**config.mk**
```make
export PLATFORM = sky130hd
export DESIGN_NAME = led_sweep_ctrl
export DESIGN_NICKNAME = d
export VERILOG_FILES = /design/src/rtl/led_sweep_ctrl.sv
export SDC_FILE = /design/constraint.sdc
export NUM_CORES = 1
export LEC_CHECK = 0
export CAP_MARGIN = 5
export CORE_ASPECT_RATIO = 1.25
export CORE_UTILIZATION = 25
export CTS_BUF_LIST = sky130_fd_sc_hd__clkbuf_8 sky130_fd_sc_hd__clkbuf_16
export DETAILED_ROUTE_END_ITERATION = 7
export SYNTH_ARGS = -nofsm -noshare
export SYNTH_HDL_FRONTEND = slang
export SYNTH_SLANG_ARGS = --single-unit
```
**constraint.sdc**
```tcl
create_clock -name i_clk -period 2.36 [get_ports i_clk]
set_input_delay 0.472 -clock i_clk [delete_from_list [all_inputs] [get_ports i_clk]]
set_output_delay 0.472 -clock i_clk [all_outputs]
set_load 0.02 [all_outputs]
```
**src/rtl/led_sweep_ctrl.sv**
```systemverilog
// rtl/led_sweep_ctrl.sv - LED pattern sequencer with prescaled stepping and pass counting
// Walks an index through a fixed LED pattern table in bounce/sweep/hold modes.
module led_sweep_ctrl #(
    parameter int DIV_W = 8,
    parameter int CNT_W = 4
) (
    input  logic             i_clk,
    input  logic             i_rst,
    input  logic             i_start,
    input  logic             i_stop,
    input  logic [1:0]       i_mode,
    input  logic [DIV_W-1:0] i_div,
    input  logic [CNT_W-1:0] i_passes,
    output logic [7:0]       o_led,
    output logic [3:0]       o_index,
    output logic             o_busy,
    output logic             o_done
);

    typedef enum logic [1:0] {
        S_IDLE   = 2'd0,
        S_RUN    = 2'd1,
        S_FINISH = 2'd2
    } state_t;

    state_t           r_state;
    logic [3:0]       r_index;
    logic [7:0]       r_led;
    logic [DIV_W-1:0] r_presc;
    logic [CNT_W-1:0] r_cnt;
    logic [1:0]       r_mode;
    logic [DIV_W-1:0] r_div;
    logic [CNT_W-1:0] r_passes;

    state_t           w_state_nxt;
    logic [3:0]       w_index_nxt;
    logic [DIV_W-1:0] w_presc_nxt;
    logic [CNT_W-1:0] w_cnt_nxt;
    logic [CNT_W-1:0] w_cnt_inc;
    logic [1:0]       w_mode_nxt;
    logic [DIV_W-1:0] w_div_nxt;
    logic [CNT_W-1:0] w_passes_nxt;
    logic [3:0]       w_step_idx;
    logic             w_wrap;
    logic             w_tick;

    function automatic logic [7:0] f_pattern(input logic [3:0] idx);
        logic [7:0] pat;
        pat = 8'h00;
        if (idx >= 4'd1 && idx <= 4'd8) begin
            pat = 8'h01 << (idx - 4'd1);
        end else if (idx >= 4'd9 && idx <= 4'd14) begin
            pat = 8'h01 << (4'd15 - idx);
        end
        return pat;
    endfunction

    assign w_tick    = (r_presc == r_div);
    assign w_cnt_inc = (&r_cnt) ? r_cnt : r_cnt + 1'b1;

    always_comb begin
        w_step_idx = r_index;
        w_wrap     = 1'b0;
        case (r_mode)
            2'd0: begin
                if (r_index == 4'd14) begin
                    w_step_idx = 4'd1;
                    w_wrap     = 1'b1;
                end else begin
                    w_step_idx = r_index + 4'd1;
                end
            end
            2'd1: begin
                if (r_index == 4'd8) begin
                    w_step_idx = 4'd1;
                    w_wrap     = 1'b1;
                end else begin
                    w_step_idx = r_index + 4'd1;
                end
            end
            2'd2: begin
                if (r_index == 4'd1) begin
                    w_step_idx = 4'd8;
                    w_wrap     = 1'b1;
                end else begin
                    w_step_idx = r_index - 4'd1;
                end
            end
            default: begin
                w_step_idx = r_index;
                w_wrap     = 1'b1;
            end
        endcase
    end

    always_comb begin
        w_state_nxt  = r_state;
        w_index_nxt  = r_index;
        w_presc_nxt  = r_presc;
        w_cnt_nxt    = r_cnt;
        w_mode_nxt   = r_mode;
        w_div_nxt    = r_div;
        w_passes_nxt = r_passes;
        case (r_state)
            S_IDLE: begin
                w_index_nxt = 4'd0;
                w_presc_nxt = '0;
                // Stop has priority over a simultaneous start.
                if (i_start && !i_stop) begin
                    w_state_nxt  = S_RUN;
                    w_mode_nxt   = i_mode;
                    w_div_nxt    = i_div;
                    w_passes_nxt = i_passes;
                    w_cnt_nxt    = '0;
                    w_index_nxt  = (i_mode == 2'd2) ? 4'd8 : 4'd1;
                end
            end
            S_RUN: begin
                if (i_stop) begin
                    w_state_nxt = S_IDLE;
                    w_index_nxt = 4'd0;
                    w_presc_nxt = '0;
                end else if (w_tick) begin
                    w_presc_nxt = '0;
                    w_index_nxt = w_step_idx;
                    if (w_wrap) begin
                        w_cnt_nxt = w_cnt_inc;
                        if (r_passes != '0 && w_cnt_inc == r_passes) begin
                            w_state_nxt = S_FINISH;
                            w_index_nxt = 4'd0;
                        end
                    end
                end else begin
                    w_presc_nxt = r_presc + 1'b1;
                end
            end
            S_FINISH: begin
                w_state_nxt = S_IDLE;
                w_index_nxt = 4'd0;
            end
            default: begin
                w_state_nxt = S_IDLE;
                w_index_nxt = 4'd0;
            end
        endcase
    end

    always_ff @(posedge i_clk) begin
        if (i_rst) begin
            r_state  <= S_IDLE;
            r_index  <= 4'd0;
            r_led    <= 8'h00;
            r_presc  <= '0;
            r_cnt    <= '0;
            r_mode   <= 2'd0;
            r_div    <= '0;
            r_passes <= '0;
        end else begin
            r_state  <= w_state_nxt;
            r_index  <= w_index_nxt;
            r_led    <= f_pattern(w_index_nxt);
            r_presc  <= w_presc_nxt;
            r_cnt    <= w_cnt_nxt;
            r_mode   <= w_mode_nxt;
            r_div    <= w_div_nxt;
            r_passes <= w_passes_nxt;
        end
    end

    assign o_led   = r_led;
    assign o_index = r_index;
    assign o_busy  = (r_state == S_RUN);
    assign o_done  = (r_state == S_FINISH);

endmodule
```
## After elaboration in Yosys (flattened, before gate mapping)

Cells that the tools add are included.

- Bits in registers: 40
- Input bits: 18
- Output and inout port bits: 14
- Word-level logic and storage cells: 82

- $add $sub $neg: 6
- $lt $le $gt $ge: 4
- Eq/ne operators: 17
- Shifts and indexed selects: 2
- Muxes and demuxes: 32
- Reductions and logical operators: 13

Operators with widths:

| operator | number |
|---|---|
| 2-to-1 mux 4 bit | 14 |
| 2-to-1 mux 8 bit | 4 |
| one-hot mux 4 bit (2 select lines) | 2 |
| one-hot mux 8 bit (2 select lines) | 1 |
| << shifter 1 x 4 -> 8 bit, first input constant | 2 |
| one-hot mux 4 bit (3 select lines) | 1 |
| 2-to-1 mux 2 bit | 5 |
| inequality test 3 x 2 -> 1 bit, second input constant | 3 |
| adder 4 x 1 -> 4 bit, second input constant | 2 |
| adder 8 x 1 -> 8 bit, second input constant | 1 |
| equality test 4 bit, second input constant | 2 |
| equality test 8 bit | 1 |
| less-or-equal comparator 4 bit, second input constant | 2 |
| AND reduction 4 bit | 2 |
| subtractor 4 x 1 -> 4 bit, second input constant | 2 |
| equality test 2 bit, second input constant | 3 |
| AND reduction 5 bit | 1 |
| equality test 2 x 1 -> 1 bit, second input constant | 2 |
| equality test 4 x 1 -> 1 bit, second input constant | 1 |
| equality test 4 bit | 1 |
| >= comparator 4 x 1 -> 1 bit, second input constant | 1 |
| >= comparator 4 bit, second input constant | 1 |
| logical AND 1 bit | 4 |
| zero test 2 bit | 2 |
| 10 further kinds | 14 |

## Depth between registers and ports, before layout

Gate-level depths: netlist of run 1.

- Word-level depth: 13
- Depth in mapped cells: 10
- Mapped depth without buffers: 9

## Worst setup path before layout of run 1

OpenSTA, ideal clock, no wires.

- Kind: register to register
- Start point: register r_index[1] (netlist: o_index[1])
- End point: register r_led[2] (netlist: o_led[2])
- Library setup time: 70 ps
- Arrival: 2651 ps
- Data required time: 2290 ps
- Setup slack: -361 ps
- Stages on the path, launching flop included: 10
- Path buffers: 1
- Clock period less this slack: 2721 ps
- Cell sequence: dfxtp_1 > ha_1 > and3b_1 > nor3b_2 > nor3_1 > or4_4 > buf_6 > a32oi_4 > or3b_1 > a21oi_1

- Longest elaborated chain between the ends: 12
- Elaborated cells on any way between the ends: 30
- Those cells by class: 4 x add/sub; 4 x order compare; 3 x eq/ne; 2 x shift; 15 x mux; 2 x reduce/logical

Ends and longest elaborated chain:

| what | RTL line | source |
|---|---|---|
| from (decl) | 27 | `logic [3:0] r_index;` |
| from (signal assigned) | 160 | `r_index <= w_index_nxt;` |
| subtractor 4 x 1 -> 4 bit, or another cell as far along | 86 | `w_step_idx = r_index - 4'd1;` |
| 2-to-1 mux 4 bit (on tied branches) | 82, 66, 74 |  |
| one-hot mux 4 bit (3 select lines) | 64 | `case (r_mode)` |
| 2-to-1 mux 4 bit | 128 | `if (r_passes != '0 && w_cnt_inc == r_passes) begin` |
| 2-to-1 mux 4 bit | 126 | `if (w_wrap) begin` |
| 2-to-1 mux 4 bit (*) | 123 | `end else if (w_tick) begin` |
| 2-to-1 mux 4 bit (*) | 119 | `if (i_stop) begin` |
| one-hot mux 4 bit (2 select lines) (*) | 104 | `case (r_state)` |
| subtractor 4 bit, or another cell as far along | 53 | `pat = 8'h01 << (4'd15 - idx);` |
| << shifter 1 x 4 -> 8 bit or logical AND 1 bit (tied branches) | 53, 52 |  |
| 2-to-1 mux 8 bit | 52 | `end else if (idx >= 4'd9 && idx <= 4'd14) begin` |
| 2-to-1 mux 8 bit (*) | 50 | `if (idx >= 4'd1 && idx <= 4'd8) begin` |
| to (signal assigned) | 161 | `r_led <= f_pattern(w_index_nxt);` |
| to (decl) | 28 | `logic [7:0] r_led;` |

Mark *: on every way between the ends. The rest lies on a longest branch, timed or not.
A chain may end at the register's enable or synchronous reset.

## Worst setup path after layout of run 1

- Start point: register r_cnt[0]
- End point: register r_led[4] (netlist: o_led[4])

- Longest elaborated chain between the ends: 13
- Elaborated cells on any way between the ends: 22
- Those cells by class: 3 x add/sub; 4 x order compare; 1 x eq/ne; 2 x shift; 8 x mux; 4 x reduce/logical

Ends and longest elaborated chain:

| what | RTL line | source |
|---|---|---|
| from (decl) | 30 | `logic [CNT_W-1:0] r_cnt;` |
| from (signal assigned) | 163 | `r_cnt <= w_cnt_nxt;` |
| adder 4 x 1 -> 4 bit or AND reduction 4 bit (tied branches) | 59 | `assign w_cnt_inc = (&r_cnt) ? r_cnt : r_cnt + 1'b1;` |
| 2-to-1 mux 4 bit (*) | 59 |  |
| equality test 4 bit (*) | 128 |  |
| logical AND 1 bit (*) | 128 |  |
| 2-to-1 mux 4 bit (*) | 128 |  |
| 2-to-1 mux 4 bit (*) | 126 |  |
| 2-to-1 mux 4 bit (*) | 123 |  |
| 2-to-1 mux 4 bit (*) | 119 |  |
| one-hot mux 4 bit (2 select lines) (*) | 104 |  |
| subtractor 4 bit, or another cell as far along | 53 |  |
| << shifter 1 x 4 -> 8 bit or logical AND 1 bit (tied branches) | 53, 52 |  |
| 2-to-1 mux 8 bit | 52 |  |
| 2-to-1 mux 8 bit (*) | 50 |  |

Marked as above.

==> impl_metrics.prom, run 1 <==
# TYPE chip_impl_metric gauge
chip_impl_metric{name="slew_headroom",unit="%"} 65.0
chip_impl_info{name="dominantRegCellSynth",value="dfxtp_1"} 1
chip_impl_metric{name="dr_wl_cell",unit="µm"} 12.1
chip_impl_metric{name="leakagePower",unit="nW"} 1.18
chip_impl_metric{name="design.core.area",unit="µm²"} 7930
chip_impl_metric{name="numCtsBuffers",unit=""} 5
chip_impl_metric{name="yosys.area_share.xor_xnor",unit="%"} 7.56
chip_impl_metric{name="synth_adder_area_share",unit="%"} 3.60
chip_impl_metric{name="cts.reportedPaths.clkPinSlew",unit="ns"} 0.08
chip_impl_metric{name="muxShareOfSynthArea",unit="%"} 2.40
chip_impl_metric{name="count_of_buffers_from_port_buffering",unit=""} 31
chip_impl_metric{name="tightest_slew",unit="ns"} 0.524
chip_impl_metric{name="maxCapViolations",unit=""} 0
chip_impl_metric{name="grt_pass1_wl",unit="mm"} 8.40
chip_impl_metric{name="via_count_of_the_first_global_routing_pass",unit=""} 1787
chip_impl_metric{name="clk-insertion-delay-late",unit="ns"} 0.29
chip_impl_metric{name="diodes",unit=""} 0
chip_impl_metric{name="post_synth_instance_area",unit="µm²"} 2090
chip_impl_metric{name="place_inst",unit=""} 399
chip_impl_info{name="cts_root_buf",value="clkbuf_8"} 1
chip_impl_metric{name="synth_simple_gate_area_share",unit="%"} 28.1
chip_impl_metric{name="finalCriticalPeriod",unit="ns"} 2.42
chip_impl_metric{name="num-nets-final",unit=""} 347
chip_impl_info{name="unrepaired_setup_endpoints_after_global_routing",value="true"} 1
chip_impl_info{name="outcome",value="finished with violations"} 1
chip_impl_metric{name="post-route-drc-count",unit=""} 0
chip_impl_info{name="startpoint_type",value="register"} 1
chip_impl_info{name="failing_checks",value="negative setup slack"} 1
chip_impl_metric{name="die_width",unit="µm"} 83.7
chip_impl_metric{name="ctsLongestPathBuffers",unit=""} 2
chip_impl_metric{name="setup_viol",unit=""} 4
chip_impl_metric{name="grt_usage",unit="%"} 11.8
chip_impl_metric{name="clock_tree.htree_level_count",unit=""} 2
chip_impl_info{name="cp-end-kind",value="register"} 1
chip_impl_metric{name="cell_area_reported_after_detailed_placement",unit="µm²"} 2750
chip_impl_metric{name="hold_buffers_post_cts",unit=""} 0
chip_impl_metric{name="route.detailed.vias_per_inst",unit=""} 4.64
chip_impl_metric{name="drive_above_1_share",unit="%"} 23.8
chip_impl_metric{name="drt_first_pass_iters",unit=""} 4
chip_impl_metric{name="max_freq",unit="GHz"} 0.413
chip_impl_metric{name="postSynthRegisterBits",unit=""} 40
chip_impl_metric{name="pre_cts_slack",unit="ns"} -0.152
chip_impl_info{name="synth_area_leaders",value="dfxtp_1 38%, nand2_1 7.0%, a21oi_1 5.5%"} 1
chip_impl_metric{name="site_row_count",unit=""} 36
chip_impl_metric{name="total_power_divided_by_cell_area",unit="nW/µm²"} 436
chip_impl_metric{name="post-layout-total-power",unit="mW"} 1.31
chip_impl_metric{name="hpwlAfterDp",unit="mm"} 3.81
chip_impl_metric{name="synth-seq-area-share",unit="%"} 38.4
chip_impl_metric{name="yosysWarningCount",unit=""} 0
chip_impl_metric{name="die_height",unit="µm"} 104
chip_impl_metric{name="drt_wl_total",unit="mm"} 5.08
chip_impl_metric{name="ys_types",unit=""} 50
chip_impl_info{name="dominant_combinational_cell_family_by_area_after_synthesis",value="simple AND/OR/NAND/NOR gates"} 1
chip_impl_metric{name="cts.sinks",unit=""} 40
chip_impl_metric{name="timing.final.ws_setup",unit="ns"} -0.0614
chip_impl_metric{name="drt_iter0_drc",unit=""} 41
chip_impl_metric{name="final_max_slew_viol_count",unit=""} 0
chip_impl_metric{name="antenna_violations_before_repair",unit=""} 0
chip_impl_metric{name="synth_compound_area_share",unit="%"} 16.1
chip_impl_metric{name="routabilityCongestion",unit=""} 0.808
chip_impl_metric{name="grt_start_max_net_pins",unit=""} 24
chip_impl_metric{name="stdcell_area",unit="µm²"} 3000
chip_impl_info{name="clock_tree_from_tritoncts",value="built"} 1
chip_impl_metric{name="synth_largest_type_area_fraction",unit="%"} 38.4
chip_impl_info{name="timing.setup.critical_path_class",value="register to register"} 1
chip_impl_metric{name="fp.dieArea",unit="µm²"} 8710
chip_impl_metric{name="final-instance-count-excl-fill",unit=""} 418
chip_impl_metric{name="post_synth_inst_count",unit=""} 249
chip_impl_metric{name="syn_to_final_growth",unit="%"} 43.6
chip_impl_metric{name="post_synth.cell_area_avg",unit="µm²"} 8.38
chip_impl_metric{name="whs",unit="ns"} 0.470
chip_impl_info{name="hp-class",value="register to register"} 1
chip_impl_metric{name="worst_ep_required_time",unit="ns"} 2.58
chip_impl_metric{name="timing_hold_violations_final",unit=""} 0
chip_impl_metric{name="min_period_over_period",unit="%"} 103
chip_impl_metric{name="arrival_time_reported_for_the_critical_path_endpoint",unit="ns"} 2.64
chip_impl_metric{name="vdd_ir_drop_max",unit="mV"} 0.207
chip_impl_metric{name="layout.core_utilization",unit="%"} 37.8
chip_impl_metric{name="remaining_antenna_violation_count_after_routing",unit=""} 0
chip_impl_metric{name="synth-async-reset-ratio",unit="%"} 0
chip_impl_info{name="synth_top_cell_by_area",value="dfxtp_1"} 1
chip_impl_metric{name="synth_edf_count",unit=""} 0
chip_impl_metric{name="globalRouteOverflowTotal",unit=""} 0
chip_impl_metric{name="dr_total_vias",unit=""} 1938
chip_impl_metric{name="initial_core_util",unit="%"} 26.3
chip_impl_metric{name="setup-tns-final",unit="ns"} -0.160
chip_impl_metric{name="critical_path.max_fanout",unit=""} 5
chip_impl_metric{name="skew",unit="ns"} 0.00997
chip_impl_metric{name="io_pins",unit=""} 32
chip_impl_metric{name="synthesis.nets",unit=""} 273
-- timing repair --
action,in CTS,in global routing
pin swaps,6,2
resized for setup,2,11
setup endpoints to repair,8,8
buffers inserted,12,0
-- critical path: stages, from the launching register on --
cell and delay (ns):
dfxtp_2 0.36, ha_4 0.17, nand3_4 0.09, mux2i_4 0.21
xnor2_2 0.15, or4_4 0.60, buf_6 0.15, a22oi_4 0.15
or3b_1 0.37, a21oi_1 0.11
-- layout make-up --
| class | instances | area, µm² |
|---|---|---|
| fillers | 824 | 4930 |
| multi-input cells | 193 | 1290 |
| flip-flops and latches | 40 | 812 |
| repair buffers | 78 | 671 |
| well taps | 95 | 119 |
| clock buffers | 5 | 68.8 |
| inverters | 5 | 18.8 |
| clock inverters | 2 | 12.5 |
-- kinds of logic (layout without fill, tap and decap cells) --
group / after synthesis / after routing
XOR/XNOR: 18 / 18
buffers and inverters: 16 / 90
AND/OR/NAND/NOR: 114 / 114
AO/OA/AOI/OAI: 50 / 50
adder cells (fa/ha/maj): 6 / 6
multiplexers: 5 / 5
flip-flops: 40 / 40
-- cells in the mapped netlist, types with 4 or more instances --
master	count
nor4_1	4
xnor2_1	5
nor2b_1	6
nor2_1	22
nand2_1	39
xor2_1	13
dfxtp_1	40
ha_1	6
nand3_1	6
a21oi_1	23
and3_1	4
o21ai_0	8
nand3b_1	4
mux2i_1	5
nor3_1	7
clkbuf_1	8
inv_1	5
nand2b_1	6
-- cell usage in the layout, fill, tap and decap left out, types with 2 or more instances in the layout --
cell type / Yosys / final
inv_1: 5 / 4
dfxtp_4: 0 / 2
ha_1: 6 / 5
nand3_4: 0 / 2
mux2i_1: 5 / 4
o21bai_1: 2 / 2
nand3b_1: 4 / 4
a21o_1: 2 / 2
buf_6: 2 / 2
nor2b_1: 6 / 6
buf_4: 1 / 45
a21oi_1: 23 / 23
o21ai_0: 8 / 8
xnor2_1: 5 / 4
nand2b_1: 6 / 6
or3b_1: 2 / 2
dfxtp_2: 0 / 3
nor3_1: 7 / 5
clkbuf_8: 0 / 5
dfxtp_1: 40 / 35
nor3b_2: 1 / 2
clkdlybuf4s50_1: 0 / 31
xor2_1: 13 / 13
nand2_1: 39 / 39
and3_1: 4 / 4
nand3_1: 6 / 5
nor2_1: 22 / 21
nor3_2: 0 / 2
a32oi_1: 2 / 2
nor4_1: 4 / 4
and3b_1: 2 / 2
-- where the power goes --
part / internal, mW / switching [mW]
Clock: 0.200 / 0.234
Sequential: 0.688 / 0.0137
Combinational: 0.0902 / 0.0811
-- final timing paths --
kind,start,endpoint,slack [ns],cells past startpoint
setup reg to reg,r_cnt[0],o_led[4],-0.06,9
setup / recovery,r_cnt[0],o_led[4],-0.06,9
hold reg to reg,r_div[4],r_div[4],0.47,2
hold / removal,r_div[4],r_div[4],0.47,2
-- state kept, by name (all words and copies together) (netlist names) --
| register | count |
|---|---|
| r_presc | 8 |
| r_cnt | 4 |
| r_div | 8 |
| o_index | 4 |
| r_state | 2 |
| o_led | 8 |
| r_passes | 4 |
| r_mode | 2 |
-- layer usage --
| layer | track usage (%) | vias to the layer above | part of all wire, % |
|---|---|---|---|
| li1 | - | 1010 | - |
| met3 | 1.75 | 5 | 1.7 |
| met2 | 21.4 | 23 | 53 |
| met1 | 13.9 | 900 | 44 |
| met4 | 4.36 | 0 | 1.4 |
| met5 | 0 | - | 0 |
Power figures use the tool's default switching activity.
==> inputs of run 2 (changes only) <==
--- a/config.mk
+++ b/config.mk
@@ -9,7 +9,9 @@
 export CORE_ASPECT_RATIO = 1.25
 export CORE_UTILIZATION = 25
 export CTS_BUF_LIST = sky130_fd_sc_hd__clkbuf_8 sky130_fd_sc_hd__clkbuf_16
+export CTS_CLUSTER_DIAMETER = 120
 export DETAILED_ROUTE_END_ITERATION = 7
+export HOLD_SLACK_MARGIN = 0.06
 export SYNTH_ARGS = -nofsm -noshare
 export SYNTH_HDL_FRONTEND = slang
 export SYNTH_SLANG_ARGS = --single-unit
==> results of run 2 <==
Same layout as run 1: the final DEF is identical, and so are final timing and power.
==> inputs of run 3 (changes only) <==
--- a/config.mk
+++ b/config.mk
@@ -12,6 +12,7 @@
 export CTS_CLUSTER_DIAMETER = 120
 export DETAILED_ROUTE_END_ITERATION = 7
 export HOLD_SLACK_MARGIN = 0.06
+export SLEW_MARGIN = 20
 export SYNTH_ARGS = -nofsm -noshare
 export SYNTH_HDL_FRONTEND = slang
 export SYNTH_SLANG_ARGS = --single-unit
==> results of run 3 <==
Same layout as run 1: the final DEF is identical, and so are final timing and power.
